## src/rtl/usb_tx_pkg.sv

```systemverilog
// Shared definitions for the USB transmit path: packet command encoding,
// scheduler state encoding and the width of the scheduler timer.
package usb_tx_pkg;

  localparam logic [1:0] PKT_IDLE = 2'b00;
  localparam logic [1:0] PKT_DATA = 2'b01;
  localparam logic [1:0] PKT_ACK  = 2'b10;
  localparam logic [1:0] PKT_NAK  = 2'b11;

  localparam int TIMER_W = 16;

  typedef enum logic [1:0] {
    ST_IDLE = 2'd0,
    ST_SEND = 2'd1,
    ST_GAP  = 2'd2
  } sched_state_t;

endpackage

```

## src/rtl/tx_sched_timer.sv

```systemverilog
// Loadable up-counter with clear and a terminal-count flag; one instance is
// time-shared between the SEND timeout and the inter-packet gap.
module tx_sched_timer
  import usb_tx_pkg::*;
(
  input  logic               clk,
  input  logic               n_rst,
  input  logic               clear,
  input  logic               load,
  input  logic [TIMER_W-1:0] load_value,
  input  logic               en,
  input  logic [TIMER_W-1:0] terminal,
  output logic               tc
);

  logic [TIMER_W-1:0] count;

  always_ff @(posedge clk) begin
    if (!n_rst) begin
      count <= '0;
    end else if (clear) begin
      count <= '0;
    end else if (load) begin
      count <= load_value;
    end else if (en) begin
      count <= count + 1'b1;
    end
  end

  assign tc = (count == terminal);

endmodule

```

## src/rtl/usb_tx_scheduler.sv

```systemverilog
// Schedules ACK/NAK handshakes and DATA packets to the USB transmitter with
// handshake priority, a fixed inter-packet gap and a SEND timeout.
module usb_tx_scheduler
  import usb_tx_pkg::*;
#(
  parameter int GAP_CYCLES     = 16,
  parameter int TIMEOUT_CYCLES = 4096
) (
  input  logic       clk,
  input  logic       n_rst,
  input  logic       ack_req,
  input  logic       nak_req,
  input  logic       data_req,
  input  logic [6:0] data_size,
  input  logic       tx_done,
  output logic [1:0] tx_packet,
  output logic [6:0] tx_packet_data_size,
  output logic       hs_sent,
  output logic       data_sent,
  output logic       tx_error,
  output logic       busy
);

  localparam logic [TIMER_W-1:0] SEND_TERM = TIMER_W'(TIMEOUT_CYCLES - 1);
  localparam logic [TIMER_W-1:0] GAP_TERM  =
    (GAP_CYCLES > 0) ? TIMER_W'(GAP_CYCLES - 1) : '0;

  sched_state_t       state;
  sched_state_t       state_next;
  logic               hs_pend;
  logic [1:0]         hs_type;
  logic               data_pend;
  logic [6:0]         pend_size;
  logic               serve_done;
  logic               serve_abort;
  logic               serve_end;
  logic               serving_hs;
  logic               timer_clear;
  logic               timer_en;
  logic [TIMER_W-1:0] timer_term;
  logic               timer_tc;

  // ACK and NAK both have the MSB set, so it identifies a handshake in flight.
  assign serving_hs = tx_packet[1];
  assign serve_end  = serve_done | serve_abort;

  always_comb begin
    state_next  = state;
    serve_done  = 1'b0;
    serve_abort = 1'b0;
    case (state)
      ST_IDLE: begin
        if (hs_pend || data_pend) state_next = ST_SEND;
      end
      ST_SEND: begin
        if (tx_done) serve_done = 1'b1;
        else if (timer_tc) serve_abort = 1'b1;
        if (tx_done || timer_tc) state_next = (GAP_CYCLES == 0) ? ST_IDLE : ST_GAP;
      end
      ST_GAP: begin
        if (timer_tc) state_next = ST_IDLE;
      end
      default: state_next = ST_IDLE;
    endcase
  end

  // The timer restarts from zero on every state change so each phase counts from 0.
  assign timer_clear = (state_next != state) || (state == ST_IDLE);
  assign timer_en    = (state != ST_IDLE);
  assign timer_term  = (state == ST_GAP) ? GAP_TERM : SEND_TERM;

  tx_sched_timer u_timer (
    .clk        (clk),
    .n_rst      (n_rst),
    .clear      (timer_clear),
    .load       (1'b0),
    .load_value ('0),
    .en         (timer_en),
    .terminal   (timer_term),
    .tc         (timer_tc)
  );

  always_ff @(posedge clk) begin
    if (!n_rst) begin
      state               <= ST_IDLE;
      hs_pend             <= 1'b0;
      hs_type             <= PKT_IDLE;
      data_pend           <= 1'b0;
      pend_size           <= '0;
      tx_packet           <= PKT_IDLE;
      tx_packet_data_size <= '0;
      hs_sent             <= 1'b0;
      data_sent           <= 1'b0;
      tx_error            <= 1'b0;
      busy                <= 1'b0;
    end else begin
      state     <= state_next;
      busy      <= (state_next != ST_IDLE);
      hs_sent   <= serve_done & serving_hs;
      data_sent <= serve_done & ~serving_hs;
      tx_error  <= serve_abort;

      // A new request in the same cycle its pending bit is retired re-arms it.
      hs_pend   <= (hs_pend & ~(serve_end & serving_hs)) | ack_req | nak_req;
      if (ack_req || nak_req) hs_type <= nak_req ? PKT_NAK : PKT_ACK;

      data_pend <= (data_pend & ~(serve_end & ~serving_hs)) | data_req;
      if (data_req && (!data_pend || (serve_end && !serving_hs))) pend_size <= data_size;

      if (state == ST_IDLE) begin
        if (hs_pend) begin
          tx_packet <= hs_type;
        end else if (data_pend) begin
          tx_packet           <= PKT_DATA;
          tx_packet_data_size <= pend_size;
        end
      end else if (serve_end) begin
        tx_packet <= PKT_IDLE;
      end
    end
  end

endmodule
```

## config.mk

```make
export PLATFORM = sky130hd
export DESIGN_NAME = usb_tx_scheduler
export DESIGN_NICKNAME = d
export VERILOG_FILES = /design/src/rtl/usb_tx_pkg.sv /design/src/rtl/tx_sched_timer.sv /design/src/rtl/usb_tx_scheduler.sv
export SDC_FILE = /design/constraint.sdc
export NUM_CORES = 1
export LEC_CHECK = 0
export BUFFER_PORTS_ARGS = -buffer_cell sky130_fd_sc_hd__buf_2
export CAP_MARGIN = 20
export CORE_MARGIN = 1
export CORE_UTILIZATION = 55
export CTS_BUF_LIST = sky130_fd_sc_hd__clkbuf_8 sky130_fd_sc_hd__clkbuf_16
export CTS_CLUSTER_DIAMETER = 30
export DETAILED_ROUTE_END_ITERATION = 12
export PLACE_DENSITY = 0.74
export SLEW_MARGIN = 20
export SYNTH_ARGS = -nofsm -noshare
export SYNTH_HDL_FRONTEND = slang
export SYNTH_SLANG_ARGS = --single-unit
```

## constraint.sdc

```tcl
create_clock -name clk -period 2.65 [get_ports clk]
set_input_delay 0.1325 -clock clk [delete_from_list [all_inputs] [get_ports clk]]
set_output_delay 0.1325 -clock clk [all_outputs]
set_load 0.005 [all_outputs]
```

Yosys cells after proc, flatten, opt, wreduce, memory -nomap -nowiden. Cells that the tools add are included.

Bits in registers: 42. Logic and storage cells: 64.

$add $sub $neg: 1. Equal/unequal tests: 5. Multiplexer cells: 15. Bitwise gates (word level): 15. Reductions and logical operators: 16.

Operators with widths (number): $add A16 B1 Y16 const B (1); $eq A16 B12 Y1 (1); $mux W2 (7); $mux W12 (1); $and A1 B1 Y1 (6); $mux W1 (6); $pmux W2 S3 (1); $reduce_bool A2 Y1 (3); $logic_or A1 B1 Y1 (5); $not A1 Y1 (5); $or A1 B1 Y1 (4); $ne A3 B3 Y1 const B (1); $reduce_and A3 Y1 (1); $eq A2 B1 Y1 const B (1); $eq A2 B2 Y1 const B (1); $logic_and A1 B1 Y1 (2); $logic_not A1 Y1 (2); $logic_not A2 Y1 (1); $ne A2 B2 Y1 (1); $reduce_and A2 Y1 (1); $reduce_or A2 Y1 (1).

Depth between registers and ports, before layout.
Word-level depth: 12. Gate-level depth with buffers: 7. Mapped depth without buffers: 6.

Hierarchy. A second synthesis with hierarchy kept.

Cell total of the unflattened synthesis: 261. Area, all modules: 2288.4 um^2.

By module, submodules not included: usb_tx_scheduler (times used 1, cells each 137, area each 1228.7 um^2, seq. area each 520.5 um^2); tx_sched_timer (times used 1, cells each 124, area each 1059.8 um^2, seq. area each 320.3 um^2).

Least setup slack after synthesis. Ideal clock, no wire load.

Path kind: reg-to-reg. From: reg u_timer.count[0]. To: reg pend_size[0]. Arrival: 1501 ps. Required time: 2578 ps. Setup slack: 1077 ps. Stages on the path, launching flop included: 8. Buffers on the path: 1. Clock period less this slack: 1573 ps. Cells stage by stage: dfxtp_1 -> ha_1 -> nand4b_1 -> nor4_4 -> a21oi_2 -> nor2b_2 -> buf_6 -> mux2i_1.

Cells in the longest elaborated chain, start to end: 8.

RTL lines: start, declared (line tx_sched_timer.sv:16) `logic [TIMER_W-1:0] count;`; start signal, assigned (line tx_sched_timer.sv:24) `count <= load_value;`; start signal, assigned (line tx_sched_timer.sv:26) `count <= count + 1'b1;`; $eq A16 B12 Y1 (line tx_sched_timer.sv:30) `assign tc = (count == terminal);`; $mux W1 (line usb_tx_scheduler.sv:57) `else if (timer_tc) serve_abort = 1'b1;`; $mux W1 (line usb_tx_scheduler.sv:56) `if (tx_done) serve_done = 1'b1;`; $mux W1 (line usb_tx_scheduler.sv:51) `case (state)`; $or A1 B1 Y1 (line usb_tx_scheduler.sv:45) `assign serve_end = serve_done | serve_abort;`; $logic_and A1 B1 Y1 (line usb_tx_scheduler.sv:108) `if (data_req && (!data_pend || (serve_end && !serving_hs))) pend_size <= data_size;`; $logic_or A1 B1 Y1 (line usb_tx_scheduler.sv:108); $logic_and A1 B1 Y1 (line usb_tx_scheduler.sv:108); end signal, assigned (line usb_tx_scheduler.sv:108); end, declared (line usb_tx_scheduler.sv:33) `logic [6:0] pend_size;`.

No other way between the ends. A chain may end at the register's enable or synchronous reset.

Final worst setup path.
From: reg state[1]. To: reg u_timer.count[1].

Cells in the longest elaborated chain, start to end: 9. Elaborated cells between the ends (all ways): 14.

RTL lines: start, declared (line usb_tx_scheduler.sv:28) `sched_state_t state;`; start signal, assigned (line usb_tx_scheduler.sv:97) `state <= state_next;`; $eq A2 B2 Y1 (line usb_tx_scheduler.sv:51, usb_tx_scheduler.sv:70); $mux W12 (line usb_tx_scheduler.sv:70) `assign timer_term = (state == ST_GAP) ? GAP_TERM : SEND_TERM;`; $eq A16 B12 Y1 (line tx_sched_timer.sv:30); $logic_or A1 B1 Y1 (line usb_tx_scheduler.sv:58) `if (tx_done || timer_tc) state_next = (GAP_CYCLES == 0) ? ST_IDLE : ST_GAP;`; $mux W2 (line usb_tx_scheduler.sv:58); $pmux W2 S3 (line usb_tx_scheduler.sv:51); $ne A2 B2 Y1 (line usb_tx_scheduler.sv:68) `assign timer_clear = (state_next != state) || (state == ST_IDLE);`; $logic_or A1 B1 Y1 (line usb_tx_scheduler.sv:68); $reduce_or A2 Y1 (no source line).

Parallel ways exist; a longest one is shown, timed or not.

==> flow_summary.json <==
{
  "status": "completed",
  "netlist_area_mm2": 0.001822,
  "synth-async-reset-ratio_pct": 0,
  "end_kind": "flop",
  "cts_made_buffers": 5,
  "clk_path_buf_depth": 2,
  "syn_nets": 221,
  "cp.required_ns": 2.86,
  "ioPinCount": 26,
  "vias_per_cell": 5.339,
  "clk_pin_slew_worst_paths_ns": 0.08,
  "final_nets": 246,
  "ys_warn_count": 0,
  "synth_ff_type": "dfxtp_1",
  "post_cts_resized": 0,
  "cts_hold_repair.buffers": 0,
  "p_per_area_mw_per_mm2": 609.7,
  "critPathArrivalTime_ns": 2.21,
  "fp.dieArea_mm2": 0.003546,
  "rsz0062_at_grt": "no",
  "hold_slack_ns": 0.03341,
  "final_common_cell": "dfxtp_1",
  "synthCells": 207,
  "cts_tree": "built",
  "root_buffer": "clkbuf_8",
  "drv_slew": 0,
  "start_util_pct": 58.71,
  "tightestPinTransition_ns": 0.6571,
  "grt_pass1_vias": 1376,
  "rows": 20,
  "core_mm2": 0.003103,
  "port_buffers": 25,
  "n_antenna_cell": 0,
  "stdcell_count": 277,
  "path_cells": "nor2b_1 > nor3_1 > o21ai_2 > nand3_2 > a21oi_1",
  "cts_sinks": 42,
  "cp-start-kind": "flop",
  "wl_um": 3568,
  "ant_nets": 0,
  "drc_errors": 0,
  "slew_headroom_pct": 56.08,
  "gp_congestion": 0.7887,
  "layout.cells.most_common_list": "dfxtp_1, nand2_1, nor2_1",
  "fin_crit_ns": 1.998,
  "layout-drive-gt1-share_pct": 19.74,
  "grt_max_degree": 21,
  "antenna_found_initial": 0,
  "p_leak_nw": 0.7955,
  "htreeDepth": 2,
  "critical_path.max_stage_delay_ns": 0.60,
  "fin_skew_ns": 0.004898,
  "setup_viol": 0,
  "path_class": "flop to flop",
  "ys_ff_latch": 42,
  "postPlaceCellArea_mm2": 0.001952,
  "area_growth_syn_to_layout_pct": 13.19,
  "drt_iter0_drc": 92,
  "min_period_over_period_pct": 75.39,
  "synth_edf_count": 0,
  "clk_latency_ns": 0.29,
  "hold_viol_final": 0,
  "hpwl_um": 2521,
  "crit_buf_inv": 0,
  "cp_top_family": "simple AND/OR/NAND/NOR gates",
  "critPathMaxFanout": 16,
  "max_freq_ghz": 0.5006,
  "ir_drop_v": 0.0003397,
  "drv_cap": 0,
  "tns_ns": 0,
  "fill_cells": 260,
  "post_drt_wl_per_cell_um": 12.88,
  "cpMaxStageDelayCell": "dfxtp_1",
  "grt_pass1_wl_um": 6023,
  "grt.total_usage_pct": 22.98,
  "design_area_mm2": 0.002062,
  "post_synth_num_cell_types": 45,
  "utilization_pct": 66.45,
  "overflow": 0,
  "dp.cells": 269,
  "ys_seq_area_share_pct": 46.15,
  "hp-class": "input pin to flop",
  "drt-pass1-iter-count": 4,
  "die_h_um": 59.55,
  "die_w_um": 59.55,
  "cts_setup_buffers": 0,
  "syn_avg_cell_area_um2": 8.801,
  "vias": 1479
}
## per-layer routing
layer | global-route usage, % | vias up | share of wire [%] | routed length (µm)
li1 | - | 747 | - | -
met1 | 26.80 | 697 | 46 | 1634
met2 | 40.13 | 29 | 49 | 1735
met3 | 6.550 | 6 | 3.9 | 139
met4 | 7.973 | 0 | 1.6 | 58
met5 | 0 | - | 0 | 0
## synth_stat cells, types with 2 or more instances
cell type,instances,area [µm²]
a21oi_1,11,55.05
a31oi_1,2,12.51
buf_2,3,15.01
buf_6,2,22.52
dfxtp_1,42,840.8
inv_1,5,18.77
mux2i_1,7,70.07
nand2_1,38,142.6
nand3_1,5,25.02
nand4_1,4,25.02
nor2_1,29,108.9
nor2b_1,2,12.51
nor3_1,6,30.03
nor3_2,2,20.02
nor4_1,2,12.51
o21a_1,2,15.01
o21ai_0,4,20.02
xnor2_1,4,35.03
xor2_1,11,96.34
## worst paths after layout
kind	from	slack, ns	to	cells past startpoint
max	state[1]	0.65	u_timer.count[1]	5
min	tx_done	0.03	tx_error	2
max reg2reg	state[1]	0.65	u_timer.count[1]	5
min reg2reg	pend_size[5]	0.45	tx_packet_data_size[5]	2
## area by class of cell
| cell class | count | area, µm² | area share [%] |
|---|---|---|---|
| Tap cell | 44 | 55.05 | 2.670 |
| Sequential cell | 42 | 840.8 | 40.78 |
| Timing Repair Buffer | 25 | 125.1 | 6.068 |
| Multi-Input combinational cell | 153 | 912.1 | 44.24 |
| Clock buffer | 8 | 110.1 | 5.340 |
| Inverter | 5 | 18.77 | 0.9102 |
## power by group
| part | leakage, nW | total (W) | switching (W) | internal [W] |
|---|---|---|---|---|
| logic | 0.396 | 0.000108 | 0.0000624 | 0.0000455 |
| registers | 0.342 | 0.000679 | 0.0000246 | 0.000654 |
| clock network | 0.0575 | 0.000471 | 0.000208 | 0.000263 |
## stage by stage
stage | total power, W | worst slack [ns]
CTS | 0.001265 | 0.6451
global placement | 0.0007946 | 0.7966
global route | 0.001308 | 0.4663
finish | 0.001257 | 0.6523
detailed placement | 0.0007996 | 0.7003
floorplan | 0.0007687 | 1.077
## registers in the layout, summed over array words and instances, names as in the netlist
name / count
data_pend: 1
hs_sent: 1
hs_pend: 1
hs_type: 2
tx_packet: 2
state: 2
pend_size: 7
busy: 1
tx_error: 1
u_timer.count: 16
data_sent: 1
tx_packet_data_size: 7
## cells by family after synthesis
family / count (synthesis) / share of synthesized area, %
adder cells (fa/ha/maj): 1 / 0.6867
AND/OR/NAND/NOR: 101 / 27.88
AO/OA/AOI/OAI: 29 / 10.44
flip-flops: 42 / 46.15
buffers and inverters: 12 / 3.777
XOR/XNOR: 15 / 7.211
multiplexers: 7 / 3.846
No activity file was read; power rests on OpenSTA's default activity.
